===== src/rtl/hazard_pkg.sv =====
// Shared types and constants for the pipeline hazard unit: forwarding select
// encodings, the scoreboard entry layout and the load opcode.
package hazard_pkg;

    localparam int SB_AW = 5;

    localparam logic [1:0] FWD_REG  = 2'b00;
    localparam logic [1:0] FWD_EALU = 2'b01;
    localparam logic [1:0] FWD_MALU = 2'b10;
    localparam logic [1:0] FWD_MDM  = 2'b11;

    localparam logic [5:0] OP_LW = 6'b100011;

    typedef struct packed {
        logic             valid;
        logic             wreg;
        logic             m2reg;
        logic [SB_AW-1:0] dest;
    } sb_entry_t;

    function automatic logic is_load_op(input logic [5:0] opcode);
        return opcode == OP_LW;
    endfunction

    // Youngest producer wins: EXE ALU results first, then whatever MEM holds.
    // A load still in EXE cannot forward; the stall logic covers that case.
    function automatic logic [1:0] fwd_sel(input sb_entry_t        e,
                                           input sb_entry_t        m,
                                           input logic             rd,
                                           input logic [SB_AW-1:0] src);
        logic [1:0] sel;
        sel = FWD_REG;
        if (rd && src != '0) begin
            if (e.valid && e.wreg && !e.m2reg && e.dest == src)
                sel = FWD_EALU;
            else if (m.valid && m.wreg && m.dest == src)
                sel = m.m2reg ? FWD_MDM : FWD_MALU;
        end
        return sel;
    endfunction

endpackage


===== src/rtl/hazard_sb_stage.sv =====
// One scoreboard entry shadowing the destination of the instruction in a
// single pipeline stage; clear overrides load, otherwise the entry holds.
module hazard_sb_stage
    import hazard_pkg::*;
(
    input  logic      clock,
    input  logic      clrn,
    input  logic      load,
    input  logic      clear,
    input  sb_entry_t d,
    output sb_entry_t q
);

    // NOTE: state registers use non-blocking assignments so every entry
    // samples its neighbour's pre-edge value and the shift is order-free.
    always_ff @(posedge clock) begin
        if (!clrn)
            q <= '0;
        else if (clear)
            q <= '0;
        else if (load)
            q <= d;
    end

endmodule


===== src/rtl/pipeline_hazard_unit.sv =====
// Load-use stall, pipeline hold and ALU operand forwarding control for the
// 5-stage pipeline, plus a saturating count of load-use stall cycles.
module pipeline_hazard_unit
    import hazard_pkg::*;
#(
    parameter int REG_AW   = SB_AW,
    parameter int STALL_CW = 16
) (
    input  logic                clock,
    input  logic                clrn,
    input  logic                id_valid,
    input  logic [REG_AW-1:0]   id_rs,
    input  logic [REG_AW-1:0]   id_rt,
    input  logic                id_use_rs,
    input  logic                id_use_rt,
    input  logic                id_wreg,
    input  logic                id_m2reg,
    input  logic [REG_AW-1:0]   id_dest,
    input  logic                freeze,
    output logic                wpcir,
    output logic                bubble,
    output logic [1:0]          fwda,
    output logic [1:0]          fwdb,
    output logic [STALL_CW-1:0] stall_cnt
);

    sb_entry_t sb_e, sb_m, sb_w, e_next;
    logic      e_load_pending;
    logic      id_hits_e;
    logic      load_use;
    logic      advance;
    logic      unused_w;

    assign e_next = '{valid: id_valid,
                      wreg:  id_wreg & id_valid,
                      m2reg: id_m2reg,
                      dest:  id_dest};

    assign e_load_pending = sb_e.valid && sb_e.wreg && sb_e.m2reg && sb_e.dest != '0;
    assign id_hits_e      = (id_use_rs && id_rs == sb_e.dest) ||
                            (id_use_rt && id_rt == sb_e.dest);

    // A freeze holds everything, so the hazard is simply re-evaluated once it drops.
    assign load_use = !freeze && id_valid && e_load_pending && id_hits_e;
    assign advance  = !freeze;

    assign wpcir  = !freeze && !load_use;
    assign bubble = load_use;
    assign fwda   = fwd_sel(sb_e, sb_m, id_valid & id_use_rs, id_rs);
    assign fwdb   = fwd_sel(sb_e, sb_m, id_valid & id_use_rt, id_rt);

    hazard_sb_stage u_sb_e (
        .clock (clock),
        .clrn  (clrn),
        .load  (advance),
        .clear (load_use),
        .d     (e_next),
        .q     (sb_e)
    );

    hazard_sb_stage u_sb_m (
        .clock (clock),
        .clrn  (clrn),
        .load  (advance),
        .clear (1'b0),
        .d     (sb_e),
        .q     (sb_m)
    );

    // W is tracked for completeness only: the regfile write-then-read covers it.
    hazard_sb_stage u_sb_w (
        .clock (clock),
        .clrn  (clrn),
        .load  (advance),
        .clear (1'b0),
        .d     (sb_m),
        .q     (sb_w)
    );

    assign unused_w = ^sb_w;

    always_ff @(posedge clock) begin
        if (!clrn)
            stall_cnt <= '0;
        else if (load_use && stall_cnt != {STALL_CW{1'b1}})
            stall_cnt <= stall_cnt + 1'b1;
    end

endmodule


===== config.mk =====
export PLATFORM = sky130hd
export DESIGN_NAME = pipeline_hazard_unit
export DESIGN_NICKNAME = d
export VERILOG_FILES = /design/src/rtl/hazard_pkg.sv /design/src/rtl/hazard_sb_stage.sv /design/src/rtl/pipeline_hazard_unit.sv
export SDC_FILE = /design/constraint.sdc
export NUM_CORES = 1
export LEC_CHECK = 0
export ABC_CLOCK_PERIOD_IN_PS = 2500
export CAP_MARGIN = 20
export CELL_PAD_IN_SITES_DETAIL_PLACEMENT = 1
export CELL_PAD_IN_SITES_GLOBAL_PLACEMENT = 1
export CORE_MARGIN = 4
export CORE_UTILIZATION = 36
export DETAILED_ROUTE_END_ITERATION = 16
export PLACE_DENSITY_LB_ADDON = 0.3
export REMOVE_ABC_BUFFERS = 1
export SYNTH_ARGS = -nofsm -noshare
export SYNTH_HDL_FRONTEND = slang
export SYNTH_SLANG_ARGS = --single-unit

===== constraint.sdc =====
create_clock -name clock -period 2.5 [get_ports clock]
set_input_delay 0.25 -clock clock [delete_from_list [all_inputs] [get_ports clock]]
set_output_delay 0.25 -clock clock [all_outputs]
set_load 0.05 [all_outputs]

After elaboration in Yosys (flattened, before gate mapping)
Cells that the tools add are included.
{ "classes": {"add_sub_neg": 1, "n_mul": 0, "n_div": 0, "magnitude_cmp": 0, "n_eq_ne": 7, "shift": 0, "mux": 7, "n_bitwise": 4, "n_reduce_logical": 26} }
{ "op_table": {"columns": ["op", "n"], "rows": [
  ["== test 5 bit", 6],
  ["logical AND 1 bit", 18],
  ["adder 16 x 1 -> 16 bit (second input constant)", 1],
  ["inequality test 16 bit (second input constant)", 1],
  ["nonzero test 5 bit", 3],
  ["two-way mux 2 bit", 6],
  ["bitwise AND 1 bit", 3],
  ["logical NOT 1 bit", 3],
  ["OR reduction 2 bit", 1],
  ["logical OR 1 bit", 1],
  ["two-way mux 1 bit", 1],
  ["inverter 1 bit", 1]
]} }
{ "totals": {"reg_bits": 32, "latchBits": 0, "ram_bits": 0, "rom_bits": 0, "output_inout_bits": 22, "elab_cells": 54, "mem_count": 0} }

Longest topological paths before layout
Gate-level depths: netlist (run 1).
{ "depth": {"ltp_word": 7, "depth_mapped": 7, "mapped_depth_nobuf": 6} }

By module
A second synthesis (run 1) with hierarchy kept.
{ "unflattened": {"cells_unflattened": 218, "area_unflattened_um2": 1819.2} }
{ "by_module_without_submodules": {"columns": ["mod", "instances", "cells_each", "area_each_um2", "seq_area_each_um2"], "rows": [
  ["pipeline_hazard_unit", 1, 164, 1233.7, 320.3],
  ["hazard_sb_stage", 2, 27, 292.8, 160.2]
]} }

Least setup slack after synthesis (run 1)
Ideal clock, no wire load.
{ "synth_timing": {"kind": "reg2out", "start": "register u_sb_e.q[0] (netlist bit)", "end": "output wpcir", "t_arrival_ns": 2.323, "t_required_ns": 2.250, "path_slack_ns": -0.073, "stages_incl_launch_ff": 8, "n_path_buf": 2, "path_cell_list": "dfxtp_1 > xnor2_1 > nand3_1 > o22a_1 > clkbuf_1 > buf_2 > nor2_1 > nor2_1"} }
{ "synth_via": {"elab_chain_cells": 6, "word_cells_on_any_way": 11} }
{ "synth_rtl": {"columns": ["item", "line_no", "text"], "rows": [
  ["start, declared", "hazard_sb_stage.sv:11", "output sb_entry_t q"],
  ["start signal, assigned", "hazard_sb_stage.sv:18", "q <= '0;"],
  ["start signal, assigned", "hazard_sb_stage.sv:20", "q <= '0;"],
  ["start signal, assigned", "hazard_sb_stage.sv:22", "q <= d;"],
  ["== test 5 bit, or another cell as far along", "pipeline_hazard_unit.sv:40", "assign id_hits_e = (id_use_rs && id_rs == sb_e.dest) ||"],
  ["logical AND 1 bit, on equally long branches", "pipeline_hazard_unit.sv:40, pipeline_hazard_unit.sv:39, pipeline_hazard_unit.sv:41", null],
  ["logical OR 1 bit / logical AND 1 bit (equally long branches)", "pipeline_hazard_unit.sv:40, pipeline_hazard_unit.sv:44", null],
  ["logical AND 1 bit (*)", "pipeline_hazard_unit.sv:44", "assign load_use = !freeze && id_valid && e_load_pending && id_hits_e;"],
  ["named net bubble", "pipeline_hazard_unit.sv:21", "output logic bubble,"],
  ["logical NOT 1 bit (*)", "pipeline_hazard_unit.sv:47", "assign wpcir = !freeze && !load_use;"],
  ["logical AND 1 bit (*)", "pipeline_hazard_unit.sv:47", null],
  ["end, declared", "pipeline_hazard_unit.sv:20", "output logic wpcir,"]
]} }
The timed path passes the listed nets; every way through them passes the cells marked *.

Worst setup path in the final report (run 1)
{ "layout_timing": {"start": "register u_sb_e.q[1] (netlist bit)", "end": "output wpcir"} }
{ "layout_via": {"elab_chain_cells": 6, "word_cells_on_any_way": 11} }
{ "layout_rtl": {"columns": ["item", "line_no"], "rows": [
  ["== test 5 bit, or another cell as far along", "pipeline_hazard_unit.sv:40"],
  ["logical AND 1 bit, on equally long branches", "pipeline_hazard_unit.sv:40, pipeline_hazard_unit.sv:39, pipeline_hazard_unit.sv:41"],
  ["logical OR 1 bit / logical AND 1 bit (equally long branches)", "pipeline_hazard_unit.sv:40, pipeline_hazard_unit.sv:44"],
  ["logical AND 1 bit (*)", "pipeline_hazard_unit.sv:44"],
  ["logical NOT 1 bit (*)", "pipeline_hazard_unit.sv:47"],
  ["logical AND 1 bit (*)", "pipeline_hazard_unit.sv:47"]
]} }
Mark *: on every way between the ends. The rest lies on a longest branch, timed or not.

==> impl_metrics.csv, run 1 <==
group,metric,value,unit
run_status,status,"complete, no violations",
drt,wl_met2,2650,um
floorplan,die_w,78.7,um
drt,wl_per_cell,16.3,um
hold_path,holdPathStages,2,
grt,grt_pass1_vias,1849,
yosys,synth_most_common_cell,"dfxtp_1",
critical_path,cp-end-kind,"output port",
critical_path,cp.required,2.25,ns
yosys,synth_top_area_frac,0.356,
yosys,synth_top_family_by_area,"simple AND/OR/NAND/NOR gates",
yosys,synth_xor_area_frac,0.0972,
pwr,clkPwrFrac,0.445,
job,cap_viol_max_count,0,
critical_path,cp.depth,6,
place,port-buffer-count,44,
drt,ant_nets,0,
place,place_hpwl,4010,um
cts,clkLatencyLatePin,0.28,ns
yosys,ys_top_cells_by_area,"dfxtp_1, mux2i_1, xnor2_1",
timing,finalCritPeriodShare,0.939,
floorplan,rows,25,
drt,finalWirelength,5350,um
critical_path,cpMaxStageDelayCell,"or4_1",
yosys,ys_types,35,
yosys,ys_seq_elements,32,
grt,track_usage,0.183,
critical_path,reg2reg_depth,5,
pwr,seq_power_share,0.440,
place,place_area,0.00240,mm2
drt,wl_met1,2480,um
drt,topRoutingLayerUsed,"met4",
critical_path,arrival,2.10,ns
timing,hold-worst-slack,0.508,ns
floorplan,core_region_area,0.00479,mm2
cts,clock-sinks,32,
grt,grt_pass1_wl,8910,um
critical_path,crit_fanout,5,
layout,drive_gt1_frac,0.103,
cts,clk_path_buf_depth,2,
layout,diodes,0,
yosys,synthFlopType,"dfxtp_1",
timing,period_needed,2.35,ns
floorplan,die_h,78.7,um
pwr,switching_share,0.223,
yosys,synth-edff-count,0,
critical_path,critPathBufInv,2,
drt,route.detailed.drc,0,
yosys,synthMuxAreaShare,0.0944,
place,place_inst,320,
grt,grt_max_degree,32,
place,place_ws,0.145,ns
grt,antenna_found_initial,0,
floorplan,io_pins,45,
floorplan,dieArea,0.00620,mm2
pwr,powerDensity,483,mW/mm2
pwr,p_leak,0.841,nW
layout,syn_to_final_growth,40.0,%
timing,slew_viol_final,0,
cts,htreeDepth,2,
cts,postCtsSetupRepairBufs,0,
yosys,yosysWarnings,0,
timing,grt_setup_unrepaired,"no",
yosys,avgSynthCellArea,8.62,um2
pwr,p_int,0.947,mW
drt,wl_met3,187,um
drt,vias_per_cell,5.38,
layout,nNetsFinal,284,
yosys,synth-compound-area-share,0.129,
pwr,peakVddDrop,0.238,mV
timing,setup_ws,0.152,ns
critical_path,start_kind,"flop",
cts,cts_buffers,5,
drt,vias,1765,
timing,finalHoldViolCount,0,
grt,grt_remaining_overflow,0,
cts,root_buffer,"clkbuf_8",
yosys,synth_adder_area_share,0.00694,
cts,cts_resized,0,
pwr,combPwrFrac,0.115,
hold_path,hp-class,"flop to flop",
layout,instances_no_fill,328,
yosys,ys_seq_area_frac,0.356,
timing,fmax,0.426,GHz
timing,worst_pin_slew,0.548,ns
yosys,synth.cell_area,0.00180,mm2
layout,finalInstanceArea,0.00252,mm2
yosys,synth-simple-area-share,0.283,
timing,finalClockSkew,0.00893,ns
drt,dr.pass1.iters,4,
cts,cts_tree,"built",
cts,cts-hold-fix-buffers,0,
yosys,syn_inst,209,
pwr,switching_power,0.272,mW
yosys,async_flop_share,0,
yosys,synth_top_cells_by_count,"dfxtp_1, nor2_1, xnor2_1, mux2i_1",
timing,setup_viol,0,
timing,maxSlewHeadroom,0.634,
critical_path,crit_family,"simple AND/OR/NAND/NOR gates",
critical_path,cp_cell_sequence,"or4_1, o2111ai_2, buf_4, nor2_1, nor2_1, buf_4",
drt,drt-initial-drc-count,60,
yosys,synth_top_cell_by_area,"dfxtp_1",
floorplan,start_util,0.376,
place,place_congestion,0.872,
critical_path,path_class,"flop to output port",
critical_path,slowest_delay,0.59,ns
cts,clk_pin_slew,0.06,ns
==> through the flow <==
| stage | total power, mW | setup TNS, ns | utilization |
|---|---|---|---|
| 2_1_floorplan | 0.612 | -0.111 | - |
| 3_3_place_gp | 0.686 | 0 | 0.501 |
| 3_5_place_dp | 0.689 | 0 | 0.501 |
| 4_1_cts | 1.24 | 0 | 0.527 |
| 5_1_grt | 1.27 | 0 | 0.527 |
| 6_report | 1.22 | 0 | 0.527 |
==> power groups by stage <==
stage	clock network [mW]	logic, mW	registers, mW
after floorplan	0	0.0684	0.544
after global placement	0	0.138	0.548
after detailed placement	0	0.140	0.549
after CTS	0.557	0.142	0.537
after global routing	0.581	0.153	0.539
final	0.542	0.140	0.537
==> layout make-up <==
cell class                      count  area [um2]
Clock buffer                        7        96.3
Clock inverter                      1        30.0
Fill cell                         575        2260
Inverter                            4        15.0
Multi-Input combinational cell    164        1100
Sequential cell                    32         641
Tap cell                           67        83.8
Timing Repair Buffer               53         556
==> worst register-to-register path: stages, from the launching register on <==
cell and delay [ns]:
dfxtp_1 0.43, nand4_1 0.27, or4_1 0.62, nand2b_1 0.38, nor4_1 0.14, mux2i_1 0.14
==> path summary, 6_finish.rpt <==
path / slack, ns / to / from
max reg2reg: 0.41 / stall_cnt[6]$_SDFFE_PN0P_ / stall_cnt[3]$_SDFFE_PN0P_
min reg2reg: 0.51 / stall_cnt[5]$_SDFFE_PN0P_ / stall_cnt[5]$_SDFFE_PN0P_
max: 0.15 / wpcir / u_sb_e.q[1]$_SDFFE_PP0N_
min: 0.51 / stall_cnt[5]$_SDFFE_PN0P_ / stall_cnt[5]$_SDFFE_PN0P_
==> sequential cells by signal (all words and copies together), names as in the netlist <==
signal and count:
stall_cnt 16, u_sb_e.q 8, u_sb_m.q 8
==> cells in the final DEF, fill, tap and decap left out, types with 5 or more instances in the layout <==
cell,instances
clkdlybuf4s50_1,38
dfxtp_1,32
nor2_1,21
xnor2_1,18
mux2i_1,17
or4_1,14
a21oi_1,14
nand2_1,11
nand3_1,11
o31ai_1,11
buf_4,10
nand4_1,8
clkbuf_8,7
nor4_1,5
buf_12,5
==> kinds of logic (layout without fill, tap and decap cells) <==
family / count (synthesis) / after routing
XOR/XNOR: 20 / 20
buffers and inverters: 13 / 65
multiplexers: 17 / 17
AND/OR/NAND/NOR: 91 / 91
adder cells (fa/ha/maj): 1 / 1
flip-flops: 32 / 32
AO/OA/AOI/OAI: 35 / 35
==> per-layer routing <==
metal,track usage,up-vias
met2,0.287,30
met5,0,-
met1,0.246,852
met3,0.0442,2
li1,-,881
met4,0.0577,0
No activity file was read; power rests on OpenSTA's default activity.
==> inputs of run 2 (changes only) <==
--- a/config.mk
+++ b/config.mk
@@ -5,13 +5,14 @@
 export SDC_FILE = /design/constraint.sdc
 export NUM_CORES = 1
 export LEC_CHECK = 0
-export ABC_CLOCK_PERIOD_IN_PS = 2500
+export ABC_CLOCK_PERIOD_IN_PS = 2700
 export CAP_MARGIN = 20
 export CELL_PAD_IN_SITES_DETAIL_PLACEMENT = 1
 export CELL_PAD_IN_SITES_GLOBAL_PLACEMENT = 1
 export CORE_MARGIN = 4
 export CORE_UTILIZATION = 36
 export DETAILED_ROUTE_END_ITERATION = 16
+export GPL_TIMING_DRIVEN = 0
 export PLACE_DENSITY_LB_ADDON = 0.3
 export REMOVE_ABC_BUFFERS = 1
 export SYNTH_ARGS = -nofsm -noshare
==> constraint.sdc (replaced) <==
create_clock -name clock -period 2.7 [get_ports clock]
set_input_delay 0.27 -clock clock [delete_from_list [all_inputs] [get_ports clock]]
set_output_delay 0.27 -clock clock [all_outputs]
set_load 0.05 [all_outputs]
==> run 2 against run 1 <==
Compared with the run above:
- power is 16% lower
- clock-buffer cell count up 1
- routed wire length up 4.5%
- sequential share of layout area grew 1.1 points
- combinational power decreased by 6%
- flip-flop and latch count stayed put
- via count is 1.3% higher
- non-clock buffer count is 6 lower
- die area unchanged
- critical path type unchanged
- largest cell class unchanged
- largest power group is now registers
- highest routed layer unchanged
==> impl_metrics.csv, run 2 (synthesis gave the netlist of run 1 again) <==
group,metric,value,unit
grt,antenna_found_initial,0,
pwr,switching_share,0.262,
layout,syn_to_final_growth,34.2,%
critical_path,cp.required,2.43,ns
cts,clk_pin_slew,0.06,ns
timing,finalCritPeriodShare,0.954,
floorplan,start_util,0.376,
drt,wl_per_cell,17.3,um
pwr,p_int,0.757,mW
drt,vias_per_cell,5.54,
cts,htreeDepth,2,
layout,seqCellArea,641,um2
timing,period_needed,2.58,ns
cts,cts-hold-fix-buffers,0,
layout,drive_gt1_frac,0.0664,
pwr,p_leak,0.792,nW
hold_path,hp-class,"flop to flop",
floorplan,dieArea,0.00620,mm2
floorplan,io_pins,45,
layout,largest_reg_flops,16,
layout,final_common_cell,"clkdlybuf4s50_1",
drt,dr.pass1.iters,4,
pwr,seq_power_share,0.487,
place,place_congestion,0.890,
pwr,power,1.03,mW
timing,finalClockSkew,0.00983,ns
critical_path,cp-end-kind,"output port",
drt,ant_nets,0,
cts,cts_tree,"built",
pwr,clkPwrFrac,0.385,
pwr,combPwrFrac,0.128,
drt,drt-initial-drc-count,85,
cts,cts_buffers,5,
layout,top_register,"stall_cnt",
place,place_hpwl,3790,um
cts,clkLatencyLatePin,0.29,ns
layout,nNetsFinal,279,
cts,clock-sinks,32,
drt,finalWirelength,5590,um
grt,grt_remaining_overflow,0,
critical_path,path_class,"flop to output port",
drt,route.detailed.drc,0,
layout,post-route-util,0.505,
grt,grt_pass1_vias,1781,
cts,clk_path_buf_depth,2,
timing,maxSlewHeadroom,0.309,
layout,fillers,584,
timing,setup_viol,0,
grt,grt_pass1_wl,9050,um
pwr,switching_power,0.269,mW
pwr,peakVddDrop,0.212,mV
timing,slew_viol_final,0,
layout,multi_input_area,0.00114,mm2
layout,top_regs,"stall_cnt: 16 flops, u_sb_e.q: 8 flops, u_sb_m.q: 8 flops",
timing,hold-worst-slack,0.508,ns
timing,worst_pin_slew,1.04,ns
drt,vias,1788,
floorplan,core_region_area,0.00479,mm2
timing,finalHoldViolCount,0,
job,cap_viol_max_count,0,
floorplan,die_w,78.7,um
floorplan,rows,25,
layout,final_cell_mix,"clkdlybuf4s50_1, dfxtp_1, nor2_1, xnor2_1, mux2i_1",
pwr,powerDensity,424,mW/mm2
layout,diodes,0,
grt,grt_max_degree,32,
grt,track_usage,0.184,
timing,fmax,0.388,GHz
place,port-buffer-count,44,
cts,root_buffer,"clkbuf_8",
critical_path,start_kind,"flop",
critical_path,arrival,2.31,ns
floorplan,die_h,78.7,um
critical_path,crit_fanout,6,
run_status,status,"complete, no violations",
run 2: worst paths after layout:
path	start	endpoint	slack (ns)	depth (start not counted)
worst min-delay path	stall_cnt[5]$_SDFFE_PN0P_	stall_cnt[5]$_SDFFE_PN0P_	0.51	2
worst min register to register	stall_cnt[5]$_SDFFE_PN0P_	stall_cnt[5]$_SDFFE_PN0P_	0.51	2
worst max-delay path	u_sb_e.q[1]$_SDFFE_PP0N_	wpcir	0.12	5
worst max register to register	u_sb_e.q[1]$_SDFFE_PP0N_	stall_cnt[0]$_SDFFE_PN0P_	0.29	6
run 2: per-layer routing:
metal  GRT usage  share of wire  vias to the layer above
li1            -              -                      872
met1       0.235           0.45                      870
met2       0.295           0.49                       38
met3      0.0510          0.039                        8
met4      0.0664          0.015                        0
met5           0              0                        -
run 2: area by class of cell:
| type | count | area share |
|---|---|---|
| timing repair buffer | 47 | 0.187 |
| multi-input combinational | 165 | 0.470 |
| sequential | 32 | 0.265 |
| tap | 67 | 0.0347 |
| inverter | 4 | 0.00621 |
| clock buffer | 8 | 0.0372 |
run 2: power groups by stage:
stage | sequential (mW) | clock, mW | combinational [mW]
final | 0.500 | 0.394 | 0.131
after CTS | 0.498 | 0.396 | 0.129
after global routing | 0.502 | 0.421 | 0.144
after floorplan | 0.503 | 0 | 0.0634
after detailed placement | 0.508 | 0 | 0.127
after global placement | 0.507 | 0 | 0.124
run 2: worst max-delay path, cell delays in order, from the launching register on:
cell and delay (ns):
dfxtp_1 0.38, or4_1 0.67, o2111ai_4 0.37, nor2_1 0.11, nor2_1 0.10, clkdlybuf4s15_2 0.39
run 2: what timing repair did:
item / CTS / global route
gates cloned: 0 / 1
buffers inserted: 0 / 3
pin swaps: 0 / 1
setup endpoints to repair: 16 / 2
gates resized for setup: 11 / 3
run 2: per-stage QoR:
step                area (um2)  setup WS [ns]  cells  TNS, ns
finish                    2420          0.124    323        0
global placement          2280         -0.642    311    -7.44
global route              2420        -0.0370    323  -0.0387
floorplan                 1760         0.0687    200        0
CTS                       2380         0.0741    319        0
detailed placement        2280         -0.619    311    -8.66
==> inputs of run 3 (changes only) <==
--- a/config.mk
+++ b/config.mk
@@ -9,7 +9,6 @@
 export CAP_MARGIN = 20
 export CELL_PAD_IN_SITES_DETAIL_PLACEMENT = 1
 export CELL_PAD_IN_SITES_GLOBAL_PLACEMENT = 1
-export CORE_MARGIN = 4
 export CORE_UTILIZATION = 36
 export DETAILED_ROUTE_END_ITERATION = 16
 export GPL_TIMING_DRIVEN = 0
==> run 3 against run 2 <==
Compared with the run above:
- via count fell by 0.89%
- highest routed layer unchanged
- non-clock buffer count is 3 lower
- utilization decreased by 0.48 points
==> impl_metrics.csv, run 3 (synthesis gave the netlist of run 1 again) <==
group,metric,value,unit
grt,use_met1,0.235,
grt,grt_remaining_overflow,0,
drt,ant_nets,0,
floorplan,dieArea,0.00529,mm2
place,place_area,0.00228,mm2
pwr,p_leak,0.787,nW
grt,use_met3,0.0414,
layout,syn_to_final_growth,32.1,%
grt,grt_pass1_vias,1676,
place,port-buffer-count,44,
layout,multi_input_area,0.00111,mm2
grt,grt_pass1_wl,7870,um
cts,cts_buffers,5,
job,cap_viol_max_count,0,
drt,wl_per_cell,15.1,um
cts,clock-sinks,32,
timing,maxSlewHeadroom,0.278,
grt,track_usage,0.190,
cts,clk_pin_slew,0.06,ns
pwr,powerDensity,421,mW/mm2
critical_path,cp.required,2.43,ns
cts,root_buffer,"clkbuf_8",
timing,fmax,0.387,GHz
timing,finalClockSkew,0.0119,ns
cts,cts_tree,"built",
run_status,status,"complete, no violations",
floorplan,rows,25,
layout,drive_gt1_frac,0.0556,
place,place_inst,311,
drt,vias,1772,
place,place_congestion,0.799,
layout,top_register,"stall_cnt",
grt,grt_util_met2,0.330,
critical_path,reg2reg_depth,5,
floorplan,die_w,72.7,um
critical_path,r2r-start,"u_sb_e.q[2]$_SDFFE_PP0N_",
drt,dr.pass1.iters,4,
critical_path,path_class,"input port to output port",
grt,gr-max-usage-layer,"met2",
timing,slew_viol_final,0,
layout,nNetsFinal,275,
floorplan,io_pins,45,
drt,finalWirelength,4830,um
critical_path,r2r_end,"stall_cnt[4]$_SDFFE_PN0P_",
critical_path,cp-end-kind,"output port",
layout,diodes,0,
layout,largest_reg_flops,16,
layout,final_common_cell,"clkdlybuf4s50_1",
cts,clk_path_buf_depth,2,
pwr,power,1.00,mW
floorplan,start_util,0.379,
layout,final_cell_mix,"clkdlybuf4s50_1, dfxtp_1, nor2_1, xnor2_1, mux2i_1",
critical_path,endpoint,"bubble",
layout,fillers,593,
critical_path,critPathLaunch,"id_rs[4]",
timing,finalCritPeriodShare,0.956,
floorplan,core_region_area,0.00475,mm2
critical_path,crit_fanout,31,
timing,period_needed,2.58,ns
timing,setup_viol,0,
grt,grt_max_degree,32,
cts,htreeDepth,2,
floorplan,die_h,72.7,um
timing,worst_pin_slew,1.08,ns
timing,finalHoldViolCount,0,
layout,seqCellArea,641,um2
layout,finalInstanceArea,0.00238,mm2
critical_path,arrival,2.31,ns
cts,postCtsSetupRepairBufs,0,
critical_path,start_kind,"input port",
pwr,peakVddDrop,0.185,mV
drt,vias_per_cell,5.55,
drt,drt-initial-drc-count,57,
critical_path,r2r_setup_slack,0.42,ns
timing,hold-worst-slack,0.504,ns
layout,top_regs,"stall_cnt: 16 flops, u_sb_e.q: 8 flops, u_sb_m.q: 8 flops",
place,place_hpwl,3520,um
grt,antenna_found_initial,0,
hold_path,hp-class,"flop to flop",
cts,clkLatencyLatePin,0.29,ns
drt,route.detailed.drc,0,
timing,grt_setup_unrepaired,"no",
layout,instances_no_fill,319,
==> run 3: cell types whose count changed in the layout (fill, tap and decap cells not counted), sizes merged <==
cell,delta
buf,-3
o2111ai,-1
dlygate4sd2,+1
clkbuf,-3
clkinv,+2
==> run 3: cell type report <==
class	count	share of cell area
clock buffer	6	0.0347
clock inverter	2	0.00421
inverter	4	0.00631
multi-input combinational	164	0.468
sequential	32	0.269
tap	67	0.0352
timing repair buffer	44	0.182
==> run 3: critical path, cell delays in order <==
cell and delay [ns]:
clkdlybuf4s50_1 0.53, xnor2_1 0.14, nand3_1 0.16, o22a_2 0.45
nor2_1 0.20, dlygate4sd2_1 0.55
==> run 3: routing by layer <==
metal  part of all wire  wire length, um  vias to the layer above
met4              0.011               53                        0
met5                  0                0                        -
li1                   -                -                      861
met3              0.043              206                        6
met1               0.46             2200                      872
met2               0.49             2370                       33
==> run 3: worst min-delay path by stage <==
stage / startpoint / to / slack [ns] / cells past startpoint
floorplan: freeze / u_sb_e.q[7]$_SDFFE_PP0N_ / 0.41 / 2
global placement: u_sb_m.q[6]$_SDFFE_PN0N_ / u_sb_m.q[6]$_SDFFE_PN0N_ / 0.48 / 2
finish: stall_cnt[5]$_SDFFE_PN0P_ / stall_cnt[5]$_SDFFE_PN0P_ / 0.50 / 2
global route: stall_cnt[15]$_SDFFE_PN0P_ / stall_cnt[15]$_SDFFE_PN0P_ / 0.54 / 2
CTS: stall_cnt[5]$_SDFFE_PN0P_ / stall_cnt[5]$_SDFFE_PN0P_ / 0.51 / 2
detailed placement: stall_cnt[5]$_SDFFE_PN0P_ / stall_cnt[5]$_SDFFE_PN0P_ / 0.50 / 2
==> run 3: power by group <==
part           leakage, nW  switching (mW)  internal, mW
clock network       0.0510           0.176         0.203
logic                0.477          0.0608        0.0653
registers            0.260          0.0150         0.483
total                0.787           0.252         0.751
==> run 3: through the flow <==
step / setup WS [ns] / utilization / TNS (ns)
floorplan: 0.0687 / - / 0
global placement: -0.651 / 0.480 / -8.51
detailed placement: -0.714 / 0.480 / -9.92
CTS: 0.0837 / 0.501 / 0
global route: 0.0218 / 0.501 / 0
finish: 0.118 / 0.501 / 0
==> run 3: what timing repair did <==
action | in CTS | in global routing
setup endpoints to repair | 16 | 0
hold buffers | 0 | 0
gates resized for setup | 11 | 0
